--- src/rtl/instruction_memory_responder.sv ---
// ============================================================================
// Module  : instruction_memory_responder
// Purpose : Fetch-side responder that returns a 32-bit instruction from a
//           write-loadable word store after a fixed, parameterised latency.
// Revision: 1.0 - initial release
// ============================================================================
`default_nettype none

module instruction_memory_responder #(
    parameter int          DEPTH      = 32,
    parameter logic [31:0] ADDR_LIMIT = 32'd127,
    parameter int          LATENCY    = 2,
    parameter logic [31:0] NOP_WORD   = 32'h0000_0000
) (
    input  logic        Clk,
    input  logic        Reset,
    input  logic        ReqValid,
    output logic        ReqReady,
    input  logic [31:0] ReqAddress,
    output logic        RespValid,
    input  logic        RespReady,
    output logic [31:0] Instruction,
    output logic        AddrError,
    input  logic        WrEn,
    input  logic [4:0]  WrAddress,
    input  logic [31:0] WrData
);

    localparam int         IDX_W      = $clog2(DEPTH);
    localparam logic [3:0] C_CNT_LOAD = 4'(LATENCY - 1);

    typedef enum logic [1:0] {
        S_IDLE = 2'd0,
        S_WAIT = 2'd1,
        S_RESP = 2'd2
    } state_t;

    state_t      r_state;
    state_t      w_next_state;
    logic [3:0]  r_cnt;
    logic [3:0]  w_next_cnt;
    logic [31:0] r_addr;
    logic [31:0] r_instr;
    logic        r_err;
    logic [31:0] r_mem [DEPTH];

    logic        w_accept;
    logic        w_capture;
    logic [31:0] w_cap_addr;
    logic        w_bad;

    always_comb begin
        w_next_state = r_state;
        w_next_cnt   = r_cnt;
        w_accept     = 1'b0;
        w_capture    = 1'b0;
        case (r_state)
            S_IDLE: begin
                if (ReqValid) begin
                    w_accept   = 1'b1;
                    w_next_cnt = C_CNT_LOAD;
                    if (LATENCY == 1) begin
                        w_next_state = S_RESP;
                        w_capture    = 1'b1;
                    end else begin
                        w_next_state = S_WAIT;
                    end
                end
            end
            S_WAIT: begin
                if (r_cnt == 4'd0) begin
                    w_next_state = S_RESP;
                    w_capture    = 1'b1;
                end else begin
                    w_next_cnt = r_cnt - 4'd1;
                end
            end
            S_RESP: begin
                if (RespReady) begin
                    w_next_state = S_IDLE;
                end
            end
            default: w_next_state = S_IDLE;
        endcase
    end

    // A single-cycle latency captures on the accept edge, before r_addr is loaded
    assign w_cap_addr = (r_state == S_IDLE) ? ReqAddress : r_addr;
    assign w_bad      = (w_cap_addr > ADDR_LIMIT) || (w_cap_addr[1:0] != 2'b00);

    always_ff @(posedge Clk or posedge Reset) begin
        if (Reset) begin
            r_state <= S_IDLE;
            r_cnt   <= 4'd0;
            r_addr  <= 32'd0;
            r_instr <= NOP_WORD;
            r_err   <= 1'b0;
        end else begin
            r_state <= w_next_state;
            r_cnt   <= w_next_cnt;
            if (w_accept) begin
                r_addr <= ReqAddress;
            end
            if (w_capture) begin
                r_err   <= w_bad;
                r_instr <= w_bad ? NOP_WORD : r_mem[w_cap_addr[IDX_W+1:2]];
            end
        end
    end

    // Store is deliberately outside reset so its contents survive a reset pulse
    always_ff @(posedge Clk) begin
        if (WrEn) begin
            r_mem[WrAddress] <= WrData;
        end
    end

    assign ReqReady    = (r_state == S_IDLE);
    assign RespValid   = (r_state == S_RESP);
    assign Instruction = r_instr;
    assign AddrError   = r_err;

endmodule

`default_nettype wire

--- config.mk ---
export PLATFORM = sky130hd
export DESIGN_NAME = instruction_memory_responder
export DESIGN_NICKNAME = d
export VERILOG_FILES = /design/src/rtl/instruction_memory_responder.sv
export SDC_FILE = /design/constraint.sdc
export NUM_CORES = 1
export LEC_CHECK = 0
export CAP_MARGIN = 20
export CORE_ASPECT_RATIO = 0.75
export CORE_MARGIN = 4
export CORE_UTILIZATION = 64
export CTS_CLUSTER_DIAMETER = 100
export DETAILED_ROUTE_END_ITERATION = 16
export PLACE_DENSITY = 0.82
export SETUP_SLACK_MARGIN = 0.15
export SLEW_MARGIN = 0
export SYNTH_ARGS = -nofsm -noshare
export SYNTH_HDL_FRONTEND = slang
export SYNTH_SLANG_ARGS = --single-unit
--- constraint.sdc ---
create_clock -name Clk -period 4.57 [get_ports Clk]
set_input_delay 1.371 -clock Clk [delete_from_list [all_inputs] [get_ports Clk]]
set_output_delay 1.371 -clock Clk [all_outputs]
set_load 0.005 [all_outputs]
==> impl_metrics.py <==
metrics = {
    "sta": {
        "aggregate_negative_setup_slack_ns": 0,
        "relSlewSlack_pct": 23.36,
        "finalWorstPathRequiredPeriod_ns": 3.795,
        "achievable-frequency_mhz": 263.5,
        "final_hold_fails": 0,
        "grt_setup_unrepaired": "false",
        "setup_slack_ns": 0.7747,
        "timing_max_transition_violations_final": 0,
        "setup_violations": 0,
        "finClkSkew_ns": 0.02020,
        "worst_max_slew_pin_slew_ns": 1.146,
        "layout_worst_path_cycle_share_pct": 83.05,
    },
    "yosys": {
        "yosysTopAreaCell": "sky130_fd_sc_hd__edfxtp_1",
        "netlist-cell-type-count": 64,
        "synth.yosys.seq_area_share_pct": 75.42,
        "yosys_register_bits": 1095,
        "synth-async-reset-ratio_pct": 6.484,
        "syn-num-nets": 2618,
        "count_of_mapped_cells_out_of_synthesis": 2542,
        "synth-edff-count": 1024,
        "synth.top_cells.by_area": "sky130_fd_sc_hd__edfxtp_1, sky130_fd_sc_hd__mux2i_1, sky130_fd_sc_hd__dfrtp_1, sky130_fd_sc_hd__nand2_1, sky130_fd_sc_hd__mux2_2",
        "syn-mean-instance-area_um2": 16.97,
        "dominantRegCellSynth": "sky130_fd_sc_hd__edfxtp_1",
        "synth_cell_area_um2": 43130,
        "yosys_warnings": 0,
        "synth_top_area_share_pct": 71.30,
    },
    "cells_and_area": {
        "area_delta_synth_final_pct": 15.21,
        "layout.cells.most_common": "sky130_fd_sc_hd__edfxtp_1",
        "num-nets-final": 2790,
        "fillCellCount": 3598,
        "post_route_cells_drive_above_1_share_pct": 14.93,
        "most-common-layout-cells": "sky130_fd_sc_hd__edfxtp_1, sky130_fd_sc_hd__mux2i_1, sky130_fd_sc_hd__nand2_1, sky130_fd_sc_hd__clkdlybuf4s50_1, sky130_fd_sc_hd__clkbuf_16",
        "design_area_um2": 49690,
    },
    "routing": {
        "viasPerCell": 7.045,
        "remaining_drc_errors": 0,
        "drt_iter0_markers": 4273,
        "totalWireLength_mm": 117.0,
        "postRouteAntennaNets": 0,
        "total_number_of_vias": 25898,
        "first_pass_detailed_route_iteration_total": 6,
        "wire_per_inst_um": 31.83,
    },
    "worst_setup_path": {
        "top_delay_family_on_crit_path": "buffers and inverters",
        "critical_path_arrival_ns": 2.42,
        "worstRegToRegCells": 7,
        "crit_path_end_kind": "primary output",
        "worst_ep_required_time_ns": 3.20,
        "path_buf_inv": 2,
        "timing.reg2reg.setup_slack_ns": 1.42,
        "critical-path-max-stage-delay_ns": 0.59,
        "worst_setup_path_start_kind": "register",
        "timing_worst_setup_path_type": "reg -> out",
        "critical_path.cell_chain": "or2_1 -> inv_4 -> clkdlybuf4s50_1",
        "slowest_cell_on_crit_path": "sky130_fd_sc_hd__dfrtp_1",
        "r2r_start": "r_state[0]",
        "critPathLaunch": "r_state[0]",
        "regToRegEndpoint": "Instruction[13]",
        "critical_path_peak_fanout": 17,
    },
    "place": {
        "place_area_um2": 46100,
        "preCtsSetupSlack_ns": 0.2183,
        "dp_hpwl_mm": 62.81,
        "routabilityCongestion": 0.8543,
        "io_buffer_count": 108,
    },
    "die": {
        "rows": 82,
        "die_height_um": 232.8,
        "design.die.area_um2": 71650,
        "initial_core_util_pct": 64.57,
        "fp.dieW_um": 307.8,
        "core_area_um2": 66790,
        "ios": 109,
    },
    "power_and_ir_drop": {
        "report.power.total_mw": 30.93,
        "switching_share_pct": 33.49,
        "power_report.internal_total_mw": 20.57,
        "p_per_area_nw_per_um2": 622.5,
        "clock_power_share_pct": 26.7,
        "p_switching_mw": 10.36,
        "combinationalPowerShare_pct": 35.2,
        "share_seq_of_total_power_pct": 38.0,
        "cellLeakagePower_nw": 17.03,
        "vdd_ir_drop_max_v": 0.0003776,
    },
    "clock_network": {
        "post_cts.repair.setup_buffers": 0,
        "cts.hold.buffers_added": 0,
        "clk_pin_slew_ns": 0.07,
        "cts-root-to-sink-buffers": 3,
        "clock_tree_from_tritoncts": "done",
        "cts-buffers-inserted": 99,
        "postCtsResizedCells": 0,
        "cts.sinks": 1095,
        "worstSkewPairLatency_ns": 0.66,
        "h-tree-depth": 3,
        "root_buffer": "sky130_fd_sc_hd__clkbuf_16",
    },
    "global_route": {
        "grt_first_pass_wirelength_mm": 168.3,
        "global_route.overflow_total": 0,
        "grt.total_usage_pct": 32.44,
        "antenna_violations_before_repair": 5,
        "grt_pass1_vias": 25488,
        "grt_max_degree": 68,
    },
    "job": {
        "maxCapViolations": 0,
    },
    "outcome": {
        "status": "finished, final reports clean",
    },
    "hold_path": {
        "min_to": "r_cnt[0]",
        "holdPathStages": 1,
        "min_from": "r_cnt[0]",
        "hold_path.class": "reg -> reg",
    },
}
==> worst max path at each step <==
| stage | to | slack, ns | cells after the start |
|---|---|---|---|
| 3_5_place_dp | Instruction[10] | 0.22 | 8 |
| 5_1_grt | ReqReady | 0.68 | 3 |
| 3_3_place_gp | Instruction[6] | 0.38 | 8 |
| 4_1_cts | ReqReady | 0.78 | 3 |
| 6_report | ReqReady | 0.77 | 3 |
| 2_1_floorplan | r_mem[12][0] | 0.76 | 3 |
==> power by group through the flow <==
stage | Clock, mW | Combinational, mW | Sequential, mW
after floorplan | 0 | 7.26 | 11.8
final | 8.27 | 10.9 | 11.8
after detailed placement | 0 | 10.5 | 12.0
after global routing | 8.73 | 11.4 | 11.8
after global placement | 0 | 10.2 | 11.9
after CTS | 8.30 | 10.7 | 11.8
==> logic make-up (layout without fill, tap and decap cells) <==
group                    count (synthesis)  count (layout)  share of synthesized area, %
adder cells (fa/ha/maj)                  2               2                       0.05801
flip-flops                            1095            1095                         75.42
AO/OA/AOI/OAI                          416             416                         8.001
AND/OR/NAND/NOR                        466             466                         4.810
XOR/XNOR                                 1               1                       0.02031
buffers and inverters                  167             418                         2.251
multiplexers                           395             395                         9.440
other                                    0               1                             0
==> worst register-to-register path: cells and delay by family, from the launching register on <==
| kind | cells | cell delay [ns] |
|---|---|---|
| buf+inv | 2 | 0.63 |
| compound gates | 4 | 1.48 |
| simple gates | 1 | 0.26 |
| flops | 1 | 0.70 |
==> flip-flops by register name (all words and copies together), names as in the netlist <==
register / flops
r_cnt: 4
AddrError: 1
r_mem: 1024
r_state: 2
r_addr: 32
Instruction: 32
==> area by class of cell <==
cell class	instances	area, um2	share of cell area [%]
Clock buffer	130	2738	5.510
Inverter	6	26.28	0.05288
Multi-Input combinational cell	1280	9993	20.11
Clock inverter	50	478.0	0.9619
Timing Repair Buffer	232	2820	5.676
Sequential cell	1095	32530	65.46
Antenna cell	1	2.502	0.005036
Tap cell	882	1104	2.221
==> cells in the mapped netlist, types with 22 or more instances <==
master and count:
sky130_fd_sc_hd__a211o_1 32, sky130_fd_sc_hd__buf_2 54, sky130_fd_sc_hd__buf_6 22, sky130_fd_sc_hd__edfxtp_1 1024, sky130_fd_sc_hd__dfrtp_1 71, sky130_fd_sc_hd__mux2_2 94
sky130_fd_sc_hd__a32o_1 94, sky130_fd_sc_hd__nand2_1 293, sky130_fd_sc_hd__o22ai_1 31, sky130_fd_sc_hd__and3_1 33, sky130_fd_sc_hd__nor2_1 49, sky130_fd_sc_hd__a211oi_1 33
sky130_fd_sc_hd__a221oi_1 31, sky130_fd_sc_hd__mux2i_1 301, sky130_fd_sc_hd__a22o_1 31, sky130_fd_sc_hd__o31ai_1 32, sky130_fd_sc_hd__a31oi_1 32, sky130_fd_sc_hd__nor3_1 34
sky130_fd_sc_hd__clkbuf_1 65, sky130_fd_sc_hd__o221ai_1 62
==> through the flow <==
| stage | std cells | utilization, % | hold slack (ns) |
|---|---|---|---|
| after detailed placement | 3478 | 69.02 | 0.4960 |
| after global routing | 3675 | 74.39 | 0.5194 |
| after floorplan | 2542 | - | 0.4548 |
| final | 3676 | 74.39 | 0.5079 |
| after global placement | 3478 | 69.02 | 0.4670 |
| after CTS | 3658 | 73.83 | 0.5046 |
==> layer usage <==
metal  global-route usage [%]  up-vias  wire, um
met5                        0        -        31
met4                    9.603        6      3216
met3                    8.672      254     16250
met2                    49.49     2030     53910
met1                    46.84    13076     43610
li1                         -    10532         -
(Power assumes the default switching activity.)
